===== config.mk =====
export PLATFORM = sky130hd
export DESIGN_NAME = seg_rx
export DESIGN_NICKNAME = d
export VERILOG_FILES = /design/src/rtl/seg_rx.sv
export SDC_FILE = /design/constraint.sdc
export NUM_CORES = 1
export LEC_CHECK = 0
export CORE_ASPECT_RATIO = 0.5
export CORE_MARGIN = 2
export CORE_UTILIZATION = 52
export DETAILED_ROUTE_END_ITERATION = 10
export PLACE_DENSITY_LB_ADDON = 0.1
export SETUP_SLACK_MARGIN = 0.15
export SLEW_MARGIN = 30
export SYNTH_ARGS = -nofsm -noshare
export SYNTH_HDL_FRONTEND = slang
export SYNTH_SLANG_ARGS = --single-unit

===== constraint.sdc =====
create_clock -name iClk -period 3.1 [get_ports iClk]
set_input_delay 0.62 -clock iClk [delete_from_list [all_inputs] [get_ports iClk]]
set_output_delay 0.62 -clock iClk [all_outputs]
set_load 0.05 [all_outputs]

===== src/rtl/seg_rx.sv =====
// seg_rx: decodes active-low 7-segment codes into a show-ahead FIFO of {err, digit}
module seg_rx #(
  parameter int DEPTH = 4
) (
  input  logic                     iClk,
  input  logic                     iRst,
  input  logic [6:0]               iSeg,
  input  logic                     iValid,
  output logic                     oReady,
  output logic [3:0]               oDigit,
  output logic                     oErr,
  output logic                     oValid,
  input  logic                     iReady,
  output logic [$clog2(DEPTH):0]   oCount,
  output logic [7:0]               oErrCnt
);
  localparam int AW = $clog2(DEPTH);
  localparam int CW = AW + 1;
  logic [4:0]    mem_q [DEPTH];
  logic [AW-1:0] wr_ptr_q, wr_ptr_d, rd_ptr_q, rd_ptr_d;
  logic [CW-1:0] count_q, count_d;
  logic [7:0]    err_cnt_q, err_cnt_d;
  logic [6:0]    p;
  logic [4:0]    dec, head;
  logic          push, pop;
  always_comb begin
    p = ~iSeg;
    case (p)
      7'b011_1111: dec = 5'h00;
      7'b000_0110: dec = 5'h01;
      7'b101_1011: dec = 5'h02;
      7'b100_1111: dec = 5'h03;
      7'b110_0110: dec = 5'h04;
      7'b110_1101: dec = 5'h05;
      7'b111_1101: dec = 5'h06;
      7'b000_0111: dec = 5'h07;
      7'b111_1111: dec = 5'h08;
      7'b110_1111: dec = 5'h09;
      default:     dec = 5'h1F;
    endcase
  end
  // full is never bypassed by a same-cycle pop; reset blocks both sides
  assign oReady = !iRst && (count_q < CW'(DEPTH));
  assign oValid = count_q != '0;
  assign push   = iValid && oReady;
  assign pop    = !iRst && oValid && iReady;
  assign head   = mem_q[rd_ptr_q];
  assign oDigit = oValid ? head[3:0] : 4'h0;
  assign oErr   = oValid && head[4];
  assign oCount  = count_q;
  assign oErrCnt = err_cnt_q;
  always_comb begin
    wr_ptr_d  = push ? wr_ptr_q + 1'b1 : wr_ptr_q;
    rd_ptr_d  = pop ? rd_ptr_q + 1'b1 : rd_ptr_q;
    count_d   = (push && !pop) ? count_q + 1'b1 : (pop && !push) ? count_q - 1'b1 : count_q;
    err_cnt_d = (push && dec[4] && err_cnt_q != 8'hFF) ? err_cnt_q + 8'd1 : err_cnt_q;
  end
  always_ff @(posedge iClk) begin
    if (iRst) begin
      wr_ptr_q  <= '0;
      rd_ptr_q  <= '0;
      count_q   <= '0;
      err_cnt_q <= '0;
    end else begin
      wr_ptr_q  <= wr_ptr_d;
      rd_ptr_q  <= rd_ptr_d;
      count_q   <= count_d;
      err_cnt_q <= err_cnt_d;
    end
  end
  always_ff @(posedge iClk) begin
    if (push) mem_q[wr_ptr_q] <= dec;
  end
endmodule


==> results of run 1 <==
## path summary, 6_finish.rpt
check / to / slack, ns
max: oDigit[0] / 0.31
min: oErrCnt[7] / 0.51
max reg2reg: oCount[2] / 0.75
min reg2reg: oErrCnt[7] / 0.51
## layout make-up
class,instances,area (um^2),share of cell area [%]
timing repair buffer,31,300,13.8
tap,40,50.0,2.31
clock buffer,7,76.3,3.52
sequential,37,941,43.3
multi-input combinational,95,769,35.4
inverter,8,30.0,1.38
clock inverter,1,3.75,0.173
## routing by layer
metal / part of all wire [%] / routed length (um) / global-route usage [%] / up-vias
met4: 0.86 / 27 / 6.67 / 0
met5: 0 / 0 / 0 / -
li1: - / - / - / 604
met3: 4.9 / 155 / 6.58 / 4
met2: 42 / 1320 / 27.8 / 34
met1: 52 / 1650 / 25.2 / 568
## registers in the layout, summed over array words and instances (netlist names), named ones only
name	cells
rd_ptr_q	2
oErrCnt	8
mem_q	20
oCount	3
wr_ptr_q	2
## power breakdown
part | internal, mW | switching (mW) | total, mW | leakage, nW
combinational | 0.255 | 0.442 | 0.697 | 0.405
clock | 0.156 | 0.157 | 0.314 | 0.0399
sequential | 0.558 | 0.0465 | 0.605 | 0.305
total | 0.970 | 0.645 | 1.61 | 0.750
## synthesized netlist by cell type (3+ instances only)
cell type	n	area share [%]
clkbuf_1	3	0.64
mux4_2	5	6.4
ha_1	6	4.3
xor2_1	5	2.5
o21ai_0	4	1.1
and3_1	4	1.4
a21oi_1	4	1.1
nand2_1	5	1.1
nor2b_1	6	2.1
nor2_1	10	2.1
o31ai_1	4	1.7
inv_1	8	1.7
mux2i_1	3	1.7
and2_1	4	1.4
dfxtp_1	17	19
nand3_1	5	1.4
edfxtp_1	20	34
## cell families (layout without fill, tap and decap cells)
kind of cell	Yosys count	count (layout)	share of synthesized area (%)
AOI/OAI and AO/OA	19	19	7.71
buffers and inverters	11	47	2.36
adders and majority gates	7	7	5.43
DFF	37	37	53.7
muxes	8	8	8.14
and+or+nand+nor	54	54	19.1
xor gates and xnor gates	7	7	3.50
## worst max-delay path: cells and delay by family (launching register included)
family,cells,cell delay (ns)
buffers and inverters,1,0.69
multiplexers,1,0.54
flip-flops,1,0.52
AND/OR/NAND/NOR,1,0.14
==> flow_summary_export.csv, run 1 <==
group,metric,value,unit
die,die_h,45.0,um
synth,synthesis.area,0.00175,mm^2
power,ir_drop,0.653,mV
synth,synth_cell_types,40,
global_routing,overflow,0,
finish,post-route-util,70.0,%
timing,post-route-period-util,89.9,%
placed_design,gp_congestion,0.771,
timing,drv_slew,0,
die,rows,14,
global_routing,antenna_found_initial,0,
worst_setup_path,cp_slowest_cell,"clkdlybuf4s50_1",
run,cap_violations,0,
routing,drtPass1Iterations,4,
finish,layout.cells.non_filler,219,
clocking,clock_sinks,37,
synth,ys.flop_type,"edfxtp_1",
worst_setup_path,rr_startpoint,"oCount[2]",
finish,fillCellCount,234,
die,fp.dieW,86.1,um
synth,synthArstFlopShare,0,%
worst_setup_path,slowest_delay,0.69,ns
hold_path,hold_depth,2,
clocking,cts_buffers,5,
clocking,clk_pin_slew_worst_paths,0.07,ns
synth,synth_edf_count,20,
timing,rsz0062_at_grt,"no",
routing,drt_iter0_drc,33,
timing,timing.fmax,359,MHz
hold_path,hold_path_class,"reg -> reg",
timing,hold_viol,0,
routing,drt_wl_total,3150,um
placed_design,dp_cells,211,
clocking,post-cts-setup-buffers,0,
placed_design,dp_worst_setup_slack,0.117,ns
die,core,0.00310,mm^2
global_routing,grt_max_degree,14,
synth,ys_seq_elements,37,
routing,vias_per_cell,5.53,
worst_setup_path,critPathArrivalTime,2.17,ns
finish,antennaDiodeCount,0,
timing,clock_skew,0.00438,ns
placed_design,io_buffer_count,28,
power,power_density,744,mW/mm^2
timing,tns,0,ns
finish,final_cell_mix,"clkdlybuf4s50_1, edfxtp_1, dfxtp_1, nor2_1, inv_1",
finish,areaGrowthSynthToFinish,23.9,%
timing,worst_slack,0.314,ns
global_routing,grt.total_usage,18.5,%
run_status,status,"finished clean",
clocking,ctsHtreeMaxLevel,2,
timing,period_needed,2.79,ns
clocking,cts.path.max_buffers,2,
placed_design,post_dp_cell_area,0.00209,mm^2
finish,final_common_cell,"clkdlybuf4s50_1",
clocking,cts_tree,"built",
clocking,postCtsResizedCells,0,
routing,num_vias,1210,
hold_path,hp-start,"oErrCnt[7]",
power,power.total,1.61,mW
routing,drc,0,
placed_design,hpwlAfterDp,2310,um
finish,drive_gt1_share,10.1,%
clocking,cts-root-buf,"clkbuf_8",
die,initial_core_util,56.5,%
die,design.die.area,0.00388,mm^2
clocking,clk_latency,0.28,ns
worst_setup_path,reg2reg_depth,11,
timing,tightestPinTransition,0.549,ns
timing,setup_violations,0,
worst_setup_path,crit_type,"reg -> out",
global_routing,grt_pass1_wl,5220,um
worst_setup_path,critPathMaxFanout,5,
synth,synthCells,143,
timing,slew_headroom,63.3,%
synth,yosysWarningCount,0,
routing,ant_nets,0,
worst_setup_path,crit_path_start_kind,"flip-flop",
timing,fin_hold_ws,0.511,ns
synth,syn_avg_cell_area,12.2,um^2
finish,fin_nets,196,
worst_setup_path,crit_chain,"mux4_2 -> nor2b_1 -> clkdlybuf4s50_1",
power,power_leakage,0.750,nW
finish,final_area,0.00217,mm^2
die,num_io_pins,29,
clocking,hold_buffers,0,
synth,syn_nets,161,
global_routing,grt_pass1_vias,1112,
worst_setup_path,critPathCaptureType,"output pin",
worst_setup_path,required,2.48,ns
synth,synth-seq-area-share,53.7,%
routing,wl_per_cell,14.4,um
Power figures use the tool's default switching activity.
==> run 2, diff against run 1 <==
Settings changed: CORE_UTILIZATION 52 to 35, GPL_TIMING_DRIVEN set to 0.
==> flow_summary_export.csv, run 2 (synthesized netlist as in run 1, its figures left out) <==
group,metric,value,unit
run_status,status,"finished clean",
power,ir_drop,0.612,mV
worst_setup_path,critPathMaxFanout,7,
worst_setup_path,cp_slowest_cell,"a311oi_2",
timing,clock_skew,0.00318,ns
die,design.die.area,0.00562,mm^2
finish,fillCellCount,481,
power,power_leakage,0.755,nW
global_routing,grtUsageMet2,20.1,%
global_routing,grt_pass1_wl,5570,um
global_routing,grt.total_usage,13.2,%
clocking,cts_tree,"built",
placed_design,gp_congestion,0.747,
run,cap_violations,0,
timing,slew_headroom,59.1,%
finish,regMostFlops,"mem_q",
finish,drive_gt1_share,9.55,%
finish,fin_nets,195,
timing,hold_viol,0,
die,initial_core_util,36.0,%
die,rows,18,
routing,ant_nets,0,
worst_setup_path,crit_path_start_kind,"input pin",
clocking,cts.path.max_buffers,2,
die,num_io_pins,29,
worst_setup_path,rr_startpoint,"oCount[0]",
die,core,0.00486,mm^2
worst_setup_path,slowest_delay,0.60,ns
timing,post-route-period-util,89.9,%
worst_setup_path,reg2reg_depth,10,
timing,drv_slew,0,
global_routing,grt_pass1_vias,1084,
routing,vias_per_cell,4.82,
worst_setup_path,cp-endpoint,"oErrCnt[6]",
worst_setup_path,crit_chain,"clkdlybuf4s50_1 -> and4b_1 -> a311oi_2 -> nand2_2 -> or4b_1 -> and3_1",
routing,wl_per_cell,13.8,um
routing,drtPass1Iterations,4,
global_routing,top_usage_layer,"met2",
clocking,cts-root-buf,"clkbuf_8",
worst_setup_path,r2r_setup_slack,0.51,ns
worst_setup_path,critPathArrivalTime,2.96,ns
clocking,hold_buffers,0,
die,fp.dieW,104,um
worst_setup_path,crit_type,"in -> reg",
global_routing,met3_usage,4.24,%
placed_design,hpwlAfterDp,2510,um
hold_path,hold_path_class,"reg -> reg",
timing,tightestPinTransition,0.614,ns
clocking,post-cts-setup-buffers,0,
power,power.total,1.58,mW
finish,regArea,941,um^2
routing,drt_iter0_drc,17,
finish,multi_input_area,774,um^2
power,power_density,721,mW/mm^2
routing,drt_wl_total,3430,um
timing,period_needed,2.79,ns
routing,drc,0,
worst_setup_path,startpoint,"iSeg[1]",
timing,timing.fmax,359,MHz
global_routing,grt_max_degree,12,
finish,final_common_cell,"clkdlybuf4s50_1",
clocking,clk_latency,0.28,ns
die,die_h,54.0,um
finish,final_cell_mix,"clkdlybuf4s50_1, edfxtp_1, dfxtp_1, nor2_1, inv_1",
finish,areaGrowthSynthToFinish,25.1,%
global_routing,overflow,0,
worst_setup_path,r2r-end,"oCount[2]",
timing,rsz0062_at_grt,"no",
clocking,ctsHtreeMaxLevel,2,
worst_setup_path,critPathCaptureType,"flip-flop",
global_routing,use_met1,18.5,%
placed_design,io_buffer_count,27,
timing,tns,0,ns
global_routing,antenna_found_initial,0,
worst_setup_path,required,3.27,ns
clocking,cts_buffers,5,
clocking,clock_sinks,37,
routing,num_vias,1196,
finish,antennaDiodeCount,0,
clocking,clk_pin_slew_worst_paths,0.07,ns
finish,largest_reg_flops,20,
timing,setup_violations,0,
clocking,postCtsResizedCells,6,
==> run 2: power by group <==
group / leakage (nW) / internal [mW] / switching (mW)
sequential: 0.305 / 0.558 / 0.0415
combinational: 0.405 / 0.212 / 0.450
clock: 0.0450 / 0.156 / 0.163
total: 0.755 / 0.925 / 0.655
==> run 2: through the flow <==
stage / cells / cell area (um^2) / util, % / setup WS [ns] / hold WS (ns)
6_report: 248 / 2190 / 45.0 / 0.312 / 0.516
5_1_grt: 248 / 2190 / 45.0 / 0.207 / 0.554
4_1_cts: 248 / 2190 / 45.0 / 0.310 / 0.515
3_5_place_dp: 240 / 2110 / 43.4 / 0.0917 / 0.502
3_3_place_gp: 240 / 2110 / 43.4 / 0.0673 / 0.501
2_1_floorplan: 143 / 1750 / - / 0.177 / 0.485
==> run 2: critical path, delay by kind of cell <==
family	cells	cell delay (ns)
buffers and inverters	1	0.57
AND/OR/NAND/NOR	4	1.18
AO/OA/AOI/OAI	1	0.60
==> run 2: how the worst min path moves through the flow <==
stage / endpoint / startpoint / cells after the start
floorplan: flip-flop / rd_ptr_q[1] / 2
global placement: oErrCnt[5] / oErrCnt[5] / 1
detailed placement: oErrCnt[7] / oErrCnt[7] / 2
CTS: oErrCnt[7] / oErrCnt[7] / 2
global route: oErrCnt[7] / oErrCnt[7] / 2
finish: oErrCnt[7] / oErrCnt[7] / 2
==> run 2: area by class of cell <==
type | count | area share [%]
clock buffers | 6 | 3.31
plain buffers | 3 | 0.514
inverters | 8 | 1.37
clock inverters | 2 | 0.457
flip-flops and latches | 37 | 42.9
repair buffers | 27 | 12.1
well taps | 70 | 4.00
multi-input cells | 95 | 35.4
==> run 2: layer usage <==
layer | up-vias | wire, um
met4 | 0 | 16
met3 | 2 | 131
met1 | 568 | 1810
li1 | 604 | -
met5 | - | 0
met2 | 22 | 1470
==> run 3, diff against run 2 <==
Settings changed: CORE_MARGIN 2 to unset, PLACE_DENSITY_LB_ADDON 0.1 to unset.
==> flow_summary_export.csv, run 3 (synthesized netlist as in run 1, its figures left out) <==
group,metric,value,unit
finish,regMostFlops,"mem_q",
power,power_density,757,mW/mm^2
timing,clock_skew,0.00770,ns
finish,drive_gt1_share,10.1,%
die,num_io_pins,29,
routing,m1WireLength,1670,um
global_routing,grt.total_usage,14.7,%
routing,wl_per_cell,13.7,um
timing,post-route-period-util,88.6,%
finish,areaGrowthSynthToFinish,26.9,%
timing,fin_hold_ws,0.521,ns
timing,worst_slack,0.353,ns
clocking,cts.path.max_buffers,2,
power,power.total,1.68,mW
worst_setup_path,reg2reg_depth,10,
routing,drt_iter0_drc,43,
worst_setup_path,critPathArrivalTime,2.72,ns
timing,drv_slew,0,
routing,met3WireLength,109,um
routing,vias_per_cell,4.93,
clocking,cts-root-buf,"clkbuf_8",
timing,period_needed,2.75,ns
finish,final_area,0.00222,mm^2
placed_design,gp_congestion,0.730,
clocking,cts_tree,"built",
routing,drt_wl_total,3350,um
placed_design,post_dp_cell_area,0.00210,mm^2
finish,antennaDiodeCount,0,
routing,dr.max_layer_used,"met4",
routing,drtPass1Iterations,4,
hold_path,hold_depth,2,
die,core,0.00459,mm^2
placed_design,dp_worst_setup_slack,0.0504,ns
clocking,hold_buffers,0,
routing,num_vias,1203,
routing,drc,0,
finish,largest_reg_flops,20,
die,die_h,52.0,um
worst_setup_path,crit_type,"in -> reg",
global_routing,antenna_found_initial,0,
clocking,post-cts-setup-buffers,0,
clocking,cts_buffers,5,
clocking,ctsHtreeMaxLevel,2,
worst_setup_path,required,3.07,ns
global_routing,grt_pass1_vias,1180,
timing,hold_viol,0,
placed_design,dp_cells,236,
worst_setup_path,crit_chain,"clkdlybuf4s50_1 -> or3b_1 -> a2111oi_1 -> a311oi_2 -> nand2_2 -> nand4b_1",
run_status,status,"finished clean",
die,rows,17,
finish,final_cell_mix,"clkdlybuf4s50_1, edfxtp_1, dfxtp_1, nor2_1, inv_1",
worst_setup_path,crit_path_start_kind,"input pin",
worst_setup_path,cp_slowest_cell,"clkdlybuf4s50_1",
timing,rsz0062_at_grt,"no",
placed_design,hpwlAfterDp,2440,um
global_routing,grt_pass1_wl,5730,um
die,design.die.area,0.00531,mm^2
clocking,clk_pin_slew_worst_paths,0.07,ns
power,ir_drop,0.295,mV
run,cap_violations,0,
finish,layout.cells.non_filler,244,
finish,fin_nets,195,
die,fp.dieW,102,um
routing,met2WireLength,1560,um
power,power_leakage,0.767,nW
timing,slew_headroom,61.9,%
placed_design,io_buffer_count,27,
hold_path,hold_path_class,"reg -> reg",
global_routing,overflow,0,
worst_setup_path,slowest_delay,0.57,ns
finish,post-route-util,48.4,%
worst_setup_path,critPathMaxFanout,7,
worst_setup_path,critPathCaptureType,"flip-flop",
finish,final_common_cell,"clkdlybuf4s50_1",
die,initial_core_util,38.1,%
routing,ant_nets,0,
timing,setup_violations,0,
timing,tightestPinTransition,0.571,ns
global_routing,grt_max_degree,13,
timing,timing.fmax,364,MHz
clocking,clock_sinks,37,
clocking,clk_latency,0.28,ns
timing,tns,0,ns
[run 3: timing repair]
| item | 4_1_cts | 5_1_grt |
|---|---|---|
| endpoints found under the hold margin | 0 | 0 |
| gates resized for setup | 5 | 1 |
| endpoints found under the setup margin | 5 | 2 |
[run 3: final timing paths]
| kind | from | to | slack [ns] |
|---|---|---|---|
| min reg2reg | oErrCnt[7] | oErrCnt[7] | 0.52 |
| min | oErrCnt[7] | oErrCnt[7] | 0.52 |
| max reg2reg | oCount[2] | oCount[2] | 0.57 |
| max | iSeg[1] | mem_q[0][2] | 0.35 |
[run 3: where the power goes]
group / total (mW) / internal (mW) / leakage, nW / switching (mW)
clock: 0.429 / 0.261 / 0.0574 / 0.168
sequential: 0.599 / 0.558 / 0.305 / 0.0415
combinational: 0.653 / 0.210 / 0.405 / 0.443
[run 3: area by class of cell]
class                           instances  area, um^2
Timing Repair Buffer                   27         264
Clock inverter                          2        37.5
Fill cell                             426        2370
Buffer                                  3        11.3
Inverter                                8        30.0
Sequential cell                        37         941
Tap cell                               66        82.6
Multi-Input combinational cell         95         774
Clock buffer                            6        82.6
[run 3: routing by layer]
metal  vias to the layer above  global-route usage, %
met1                       575                   19.9
met5                         -                      0
met2                        17                   23.2
met4                         0                   3.57
met3                         2                   4.70
li1                        609                      -
[run 3: worst max-delay path, delay by kind of cell]
kind	cells	cell delay, ns
compound gates	2	0.75
buf+inv	1	0.57
simple gates	3	0.78
